### config.mk
export PLATFORM = sky130hd
export DESIGN_NAME = lit_writer
export DESIGN_NICKNAME = d
export VERILOG_FILES = /design/src/rtl/lit_writer.sv
export SDC_FILE = /design/constraint.sdc
export NUM_CORES = 1
export LEC_CHECK = 0
export BUFFER_PORTS_ARGS = -buffer_cell sky130_fd_sc_hd__clkbuf_2
export CORE_MARGIN = 8
export CORE_UTILIZATION = 35
export CTS_CLUSTER_SIZE = 40
export DETAILED_ROUTE_END_ITERATION = 8
export PLACE_DENSITY = 0.6
export SETUP_SLACK_MARGIN = 0.5
export SLEW_MARGIN = 20
export SYNTH_ARGS = -nofsm -noshare
export SYNTH_HDL_FRONTEND = slang
export SYNTH_SLANG_ARGS = --single-unit
### constraint.sdc
create_clock -name clk -period 5.1 [get_ports clk]
set_clock_uncertainty 0.05 [all_clocks]
set_input_delay 0.765 -clock clk [delete_from_list [all_inputs] [get_ports clk]]
set_output_delay 0.765 -clock clk [all_outputs]
set_load 0.01 [all_outputs]
### src/rtl/lit_writer.sv
// Literal writer: pops one literal token at a time and writes its 1..8 bytes
// into the 64-bit history RAM as one beat, or two beats when it crosses a word.
module lit_writer #(
  parameter int WIDTH  = 85,
  parameter int ADDR_W = 16
) (
  input  logic              clk,
  input  logic              rst_n,
  input  logic              fifo_empty,
  input  logic [WIDTH-1:0]  fifo_dout,
  output logic              fifo_rd_en,
  output logic              ram_wr_en,
  input  logic              ram_ready,
  output logic [ADDR_W-4:0] ram_wr_addr,
  output logic [63:0]       ram_wr_data,
  output logic [7:0]        ram_wr_be,
  output logic              busy,
  output logic              last_done,
  output logic              err
);

  typedef struct packed {
    logic        last;
    logic [3:0]  cnt;
    logic [15:0] addr;
    logic [63:0] data;
  } tok_t;

  typedef enum logic [1:0] {IDLE, FETCH, LO, HI} state_t;

  localparam logic [ADDR_W-4:0] WORD_ONE = {{(ADDR_W-4){1'b0}}, 1'b1};

  function automatic logic [15:0] mk_be(tok_t t);
    return ((16'h1 << t.cnt) - 16'h1) << t.addr[2:0];
  endfunction

  // Bytes at or above cnt are zeroed before shifting into the 128-bit window.
  function automatic logic [127:0] mk_data(tok_t t);
    logic [127:0] m;
    m = (128'h1 << {t.cnt, 3'b000}) - 128'h1;
    return ({64'h0, t.data} & m) << {t.addr[2:0], 3'b000};
  endfunction

  state_t       state, nxt;
  tok_t         tok, tok_in;
  logic         rdy_q;
  logic         legal_in, accept;
  logic [15:0]  be_in, be_t;
  logic [127:0] d_in, d_t;

  assign tok_in   = tok_t'(fifo_dout[84:0]);
  assign legal_in = (tok_in.cnt != 4'd0) && (tok_in.cnt <= 4'd8);
  assign accept   = ram_wr_en & ram_ready;
  assign be_in    = mk_be(tok_in);
  assign d_in     = mk_data(tok_in);
  assign be_t     = mk_be(tok);
  assign d_t      = mk_data(tok);

  // rdy_q holds off the first pop until the first edge after reset release.
  assign fifo_rd_en = (state == IDLE) && rdy_q && !fifo_empty;
  assign busy       = (state != IDLE);

  always_ff @(posedge clk or negedge rst_n) begin
    if (!rst_n) begin
      state <= IDLE;
      rdy_q <= 1'b0;
    end else begin
      state <= nxt;
      rdy_q <= 1'b1;
    end
  end

  always_comb begin
    nxt = state;
    case (state)
      IDLE:  if (rdy_q && !fifo_empty) nxt = FETCH;
      FETCH: nxt = legal_in ? LO : IDLE;
      LO:    if (accept) nxt = (be_t[15:8] != 8'h0) ? HI : IDLE;
      HI:    if (accept) nxt = IDLE;
      default: nxt = IDLE;
    endcase
  end

  always_ff @(posedge clk or negedge rst_n) begin
    if (!rst_n) begin
      tok         <= '0;
      ram_wr_en   <= 1'b0;
      ram_wr_addr <= '0;
      ram_wr_data <= '0;
      ram_wr_be   <= '0;
      last_done   <= 1'b0;
      err         <= 1'b0;
    end else begin
      last_done <= 1'b0;
      case (state)
        FETCH: begin
          tok <= tok_in;
          if (legal_in) begin
            ram_wr_en   <= 1'b1;
            ram_wr_addr <= tok_in.addr[ADDR_W-1:3];
            ram_wr_be   <= be_in[7:0];
            ram_wr_data <= d_in[63:0];
          end else begin
            err <= 1'b1;
          end
        end
        LO: if (accept) begin
          if (be_t[15:8] != 8'h0) begin
            ram_wr_addr <= tok.addr[ADDR_W-1:3] + WORD_ONE;
            ram_wr_be   <= be_t[15:8];
            ram_wr_data <= d_t[127:64];
          end else begin
            ram_wr_en <= 1'b0;
            last_done <= tok.last;
          end
        end
        HI: if (accept) begin
          ram_wr_en <= 1'b0;
          last_done <= tok.last;
        end
        default: ;
      endcase
    end
  end

endmodule
==> flow_summary.json, run 1 <==
{
  "crit_type": "reg2reg",
  "grt-busiest-layer": "met2",
  "wl_um": 48000,
  "cts_sinks": 168,
  "r2r_cells": 13,
  "wl_per_cell_um": 25.1,
  "ant_nets": 0,
  "drc": 0,
  "instances_no_fill": 1911,
  "crit_path_max_incr_delay_ns": 0.58,
  "die_y_um": 195,
  "cts_buffers": 17,
  "worstPathCellList": "nor2_1 > nand3b_1 > ha_1 > buf_4 > or3b_1 > a21oi_1 > nor4_1 > a2111oi_2 > nor2_1 > a41o_1 > nor2_8 > buf_12 > mux2_1",
  "synthesis.nets": 1469,
  "max_slew_margin_pct": 22.7,
  "start_util_pct": 35.5,
  "tightest_slew_ns": 1.15,
  "finalCriticalPeriod_ns": 4.21,
  "max-vdd-ir-drop_mv": 0.280,
  "first_iter_violations": 1539,
  "combinationalPowerShare_pct": 56.6,
  "synth_top_cell_area_share_pct": 37.6,
  "nNetsFinal": 1588,
  "ys_async_sr_fraction_pct": 100,
  "seq_power_share_pct": 28.7,
  "hold_buffers": 0,
  "ys_seq_area_share_pct": 37.6,
  "place.gp.congestion": 0.998,
  "rsz0062_at_grt": "false",
  "arrival_ns": 4.48,
  "cp-end-kind": "flip-flop",
  "grt_max_degree": 97,
  "setup_viol": 0,
  "io_buffers": 178,
  "synth_common_cells": "nand2_1, dfrtp_1, nor2_1, clkbuf_1, o21ai_0",
  "synth_most_common_cell": "nand2_1",
  "power.density_nw_per_um2": 678,
  "synth_warnings": 0,
  "p_leak_nw": 5.92,
  "drv_cap": 0,
  "path_buf_inv": 2,
  "grt_use_met3_pct": 5.13,
  "dieWidth_um": 195,
  "slowest_stage": "a2111oi_2",
  "ios": 179,
  "syn_to_final_growth_pct": 15.9,
  "grt_pass1_wl_um": 72400,
  "setup_tns_ns": 0,
  "clockPowerShare_pct": 14.8,
  "hold_slack_ns": 0.270,
  "clock_latency_ns": 0.44,
  "setup_ws_ns": 0.894,
  "num_rows": 65,
  "fillCellCount": 3273,
  "drive_gt1_share_pct": 17.2,
  "postCtsSetupBuffers": 0,
  "yosys.area.top_type": "dfrtp_1",
  "stdcell_area_um2": 13000,
  "crit_required_ns": 5.37,
  "pre_cts_slack_ns": 0.957,
  "max_freq_mhz": 238,
  "ys_ff_latch": 168,
  "antenna_found_initial": 2,
  "grt_pass1_vias": 11700,
  "dp_hpwl_um": 35800,
  "die_area_um2": 37900,
  "cts_resized": 0,
  "cp.depth": 13,
  "place_area_um2": 12400,
  "synth_area_leaders": "dfrtp_1, nand2_1, mux2_1, o21ai_0, a21oi_1",
  "netlist_area_um2": 11200,
  "clk_pin_slew_ns": 0.07,
  "vias": 11800,
  "cts_max_path_buffers": 2,
  "avgSynthCellArea_um2": 8.13,
  "fin_crit_sh_pct": 82.5,
  "vias_per_cell": 6.17,
  "cp_max_fo": 33,
  "use_met2_pct": 40.4,
  "cpMostUsedCell": "nor2_1",
  "gr-usage-met1_pct": 30.8,
  "root_buffer": "clkbuf_16",
  "switching_power_w": 0.00439,
  "hold_viol": 0,
  "synth_ff_type": "dfrtp_1",
  "status": "finished, final reports clean",
  "maxSlewViolCount": 0,
  "placedCellCount": 1879,
  "sw_frac_of_total_pct": 49.9,
  "p_int_w": 0.00440,
  "syn_inst": 1377,
  "grt_use_total_pct": 24.7,
  "cts_tree": "done",
  "hold_class": "in2async",
  "h-tree-depth": 4,
  "synth_edf_count": 0,
  "start_kind": "flip-flop",
  "ys_types": 77,
  "core_um2": 31600,
  "grt-ovfl-total": 0,
  "firstDrtPassIters": 8,
  "critPathTopFamily": "simple AND/OR/NAND/NOR gates"
}
==> cell type report <==
| type | instances | area, um2 | area share, % |
|---|---|---|---|
| Multi-Input combinational cell | 1076 | 6450 | 49.8 |
| Sequential cell | 168 | 4210 | 32.4 |
| Timing Repair Buffer | 207 | 1140 | 8.79 |
| Tap cell | 402 | 503 | 3.88 |
| Clock buffer | 17 | 425 | 3.28 |
| Clock inverter | 14 | 139 | 1.07 |
| Inverter | 26 | 97.6 | 0.753 |
| Antenna cell | 1 | 2.50 | 0.0193 |
==> registers in the layout, indices dropped and copies added (netlist names) <==
| name | cells |
|---|---|
| ram_wr_be | 8 |
| last_done | 1 |
| err | 1 |
| rdy_q | 1 |
| ram_wr_en | 1 |
| ram_wr_data | 64 |
| ram_wr_addr | 13 |
| tok | 77 |
| state | 2 |
==> final timing paths <==
check	from	end	slack, ns
setup / recovery	tok[83]	ram_wr_data[15]	0.89
hold / removal	rst_n	tok[80]	0.27
setup reg to reg	tok[83]	ram_wr_data[15]	0.89
hold reg to reg	err	err	0.42
max in group asynchronous	rst_n	tok[65]	3.71
min in group clk	err	err	0.42
==> routing by layer <==
metal | wire length, um | vias up
met5 | 13 | -
met4 | 2660 | 2
met3 | 3870 | 150
met2 | 22000 | 653
met1 | 19400 | 5725
li1 | - | 5269
==> kinds of logic after synthesis <==
family	count (synthesis)	synth area share [%]
adders and majority gates	3	0.335
xor gates and xnor gates	15	1.17
DFF	168	37.6
and+or+nand+nor	548	21.2
muxes	77	7.76
AOI/OAI and AO/OA	432	27.0
other	1	0.0335
buffers and inverters	133	4.86
==> through the flow <==
step,utilization [%],total power (W)
after floorplan,-,0.00570
after global routing,41.1,0.00935
final,41.1,0.00879
after detailed placement,39.3,0.00740
after CTS,41.1,0.00873
after global placement,39.3,0.00736
==> power by group through the flow <==
stage / clock (W) / combinational, W / sequential [W]
2_1_floorplan: 0 / 0.00329 / 0.00241
3_3_place_gp: 0 / 0.00484 / 0.00252
3_5_place_dp: 0 / 0.00487 / 0.00253
4_1_cts: 0.00132 / 0.00489 / 0.00251
5_1_grt: 0.00137 / 0.00540 / 0.00258
6_report: 0.00130 / 0.00497 / 0.00252
==> cell usage in the layout (no fill, tap or decap), types with 4 or more instances in the layout <==
cell type,instances
dfrtp_1,167
nand3_1,31
a211oi_1,24
a31oi_1,17
o22ai_1,24
nor2_1,97
a211o_1,9
inv_6,6
clkbuf_16,17
nand2b_1,14
mux2_2,5
a221o_1,23
inv_1,22
o31a_1,4
o211ai_1,16
o21ai_0,81
nor3_1,20
a32oi_1,6
clkbuf_2,177
and3_1,11
mux2_1,43
a21oi_1,75
a21o_1,5
xor2_1,4
nand3b_1,5
a22o_1,28
a21boi_0,5
a221oi_1,20
o221ai_1,15
nand4_1,9
a22oi_1,45
xnor2_1,11
nand2_1,317
mux2i_1,26
nor2b_1,13
buf_4,27
nor3b_1,4
and2_1,8
No activity file was read; power rests on OpenSTA's default activity.
==> inputs of run 2 (changes only) <==
==> constraint.sdc (replaced) <==
create_clock -name clk -period 4.1 [get_ports clk]
set_clock_uncertainty 0.05 [all_clocks]
set_input_delay 0.615 -clock clk [delete_from_list [all_inputs] [get_ports clk]]
set_output_delay 0.615 -clock clk [all_outputs]
set_load 0.01 [all_outputs]
==> run 2 against run 1 <==
- clock-buffer cell count increased by 2
- sequential power rose by 24%
- routed wire length rose by 1.6%
- via count up 1.3%
- combinational power is 38% higher
- register-to-register slack worse by 0.29 ns
- critical endpoint is now ram_wr_data[10]
- highest routed layer is now met4
==> flow_summary.json, run 2 (same netlist as run 1, synthesis figures left out) <==
{
  "status": "finished, final reports clean",
  "finalCriticalPeriod_ns": 3.50,
  "rr_endpoint": "ram_wr_data[10]",
  "drive_gt1_share_pct": 20.6,
  "arrival_ns": 3.77,
  "r2r-start": "tok[82]",
  "power.density_nw_per_um2": 865,
  "crit_required_ns": 4.37,
  "tightest_slew_ns": 0.986,
  "grt_use_total_pct": 24.9,
  "cts_max_path_buffers": 2,
  "max_freq_mhz": 286,
  "max_slew_margin_pct": 34.0,
  "cts_tree": "done",
  "r2r_slack_ns": 0.60,
  "slowest_stage": "mux4_2",
  "hold_slack_ns": 0.153,
  "top_register": "tok",
  "cts_sinks": 168,
  "firstDrtPassIters": 6,
  "max-vdd-ir-drop_mv": 0.345,
  "die_y_um": 195,
  "grt_pass1_wl_um": 73000,
  "reg.largest.list": "tok: 77 flops, ram_wr_data: 64 flops, ram_wr_addr: 13 flops",
  "clk_pin_slew_ns": 0.08,
  "dp_hpwl_um": 36400,
  "antenna_found_initial": 0,
  "dieWidth_um": 195,
  "setup_viol": 0,
  "cp-end-kind": "flip-flop",
  "setup_tns_ns": 0,
  "num_rows": 65,
  "crit_path_max_incr_delay_ns": 0.53,
  "wl_per_cell_um": 25.0,
  "start_util_pct": 35.5,
  "r2r_cells": 12,
  "place.gp.congestion": 1.06,
  "fillCellCount": 3229,
  "hold_viol": 0,
  "start_kind": "flip-flop",
  "drv_cap": 0,
  "ios": 179,
  "vias_per_cell": 6.14,
  "die_area_um2": 37900,
  "ant_nets": 0,
  "drc": 0,
  "clock_latency_ns": 0.45,
  "grt_max_degree": 85,
  "cp_max_fo": 9,
  "maxSlewViolCount": 0,
  "layout_common_cells": "nand2_1, clkbuf_2, dfrtp_1",
  "hold_buffers": 0,
  "largest_reg_flops": 77,
  "grt_pass1_vias": 11800,
  "final_common_cell": "nand2_1",
  "h-tree-depth": 4,
  "vias": 12000,
  "syn_to_final_growth_pct": 20.4,
  "core_um2": 31600,
  "first_iter_violations": 1513,
  "hold_class": "in2async",
  "fin_crit_sh_pct": 85.4,
  "cts_buffers": 17,
  "crit_type": "reg2reg",
  "wl_um": 48800,
  "nNetsFinal": 1624,
  "rsz0062_at_grt": "false",
  "p_leak_nw": 6.14,
  "grt-ovfl-total": 0,
  "worstPathCellList": "nor2_4 > nand3b_1 > ha_4 > buf_6 > or3b_1 > a21oi_2 > nor2_2 > mux4_2 > a41o_4 > nor2_8 > clkbuf_16 > mux2_1",
  "io_buffers": 178,
  "root_buffer": "clkbuf_16",
  "final_core_util_pct": 42.7
}
==> run 2: worst max path at each step <==
stage                  from              end  slack (ns)
floorplan           tok[81]  ram_wr_data[31]        0.51
global placement    tok[82]  ram_wr_data[41]        0.29
global route        tok[82]   ram_wr_addr[5]        0.48
finish              tok[82]  ram_wr_data[10]        0.60
CTS                 tok[80]  ram_wr_data[47]        0.49
detailed placement  tok[82]   ram_wr_data[1]        0.22
==> run 2: layout make-up <==
type / instances / area, um2 / share of cell area [%]
repair buffers: 242 / 1460 / 10.9
clock buffers: 19 / 453 / 3.36
multi-input cells: 1077 / 6610 / 49.1
clock inverters: 13 / 133 / 0.984
inverters: 26 / 100 / 0.743
diodes: 1 / 2.50 / 0.0186
flip-flops and latches: 168 / 4210 / 31.2
well taps: 402 / 503 / 3.73
==> run 2: what timing repair did <==
item,CTS,global route
pin swaps,3,16
endpoints found under the setup margin,64,75
gates cloned,1,2
buffers inserted,6,3
gates resized for setup,5,33
==> run 2: power breakdown <==
part	switching [W]	leakage, nW	internal, W
sequential	0.000727	2.10	0.00240
clock	0.000771	0.281	0.000887
combinational	0.00422	3.77	0.00266
==> run 2: stage by stage <==
| stage | power, W | instance area, um2 | cells | setup slack [ns] |
|---|---|---|---|---|
| after CTS | 0.0113 | 13300 | 1942 | 0.489 |
| final | 0.0117 | 13500 | 1948 | 0.599 |
| after detailed placement | 0.00938 | 12600 | 1903 | 0.222 |
| after global routing | 0.0124 | 13500 | 1947 | 0.478 |
| after floorplan | 0.00712 | 11200 | 1377 | 0.513 |
| after global placement | 0.00930 | 12600 | 1903 | 0.290 |
==> run 2: worst max-delay path: cells and delay by family, from the launching register on <==
family                     cells  cell delay (ns)
and+or+nand+nor                5             0.98
DFF                            1             0.41
muxes                          2             0.85
buffers and inverters          2             0.36
adders and majority gates      1             0.21
AOI/OAI and AO/OA              2             0.50
==> run 2: layer usage <==
layer	part of all wire [%]	global-route usage [%]	vias up
met3	7.6	4.63	153
met4	6.0	13.2	0
met2	46	40.4	671
li1	-	-	5342
met1	40	31.3	5789
met5	0	0	-
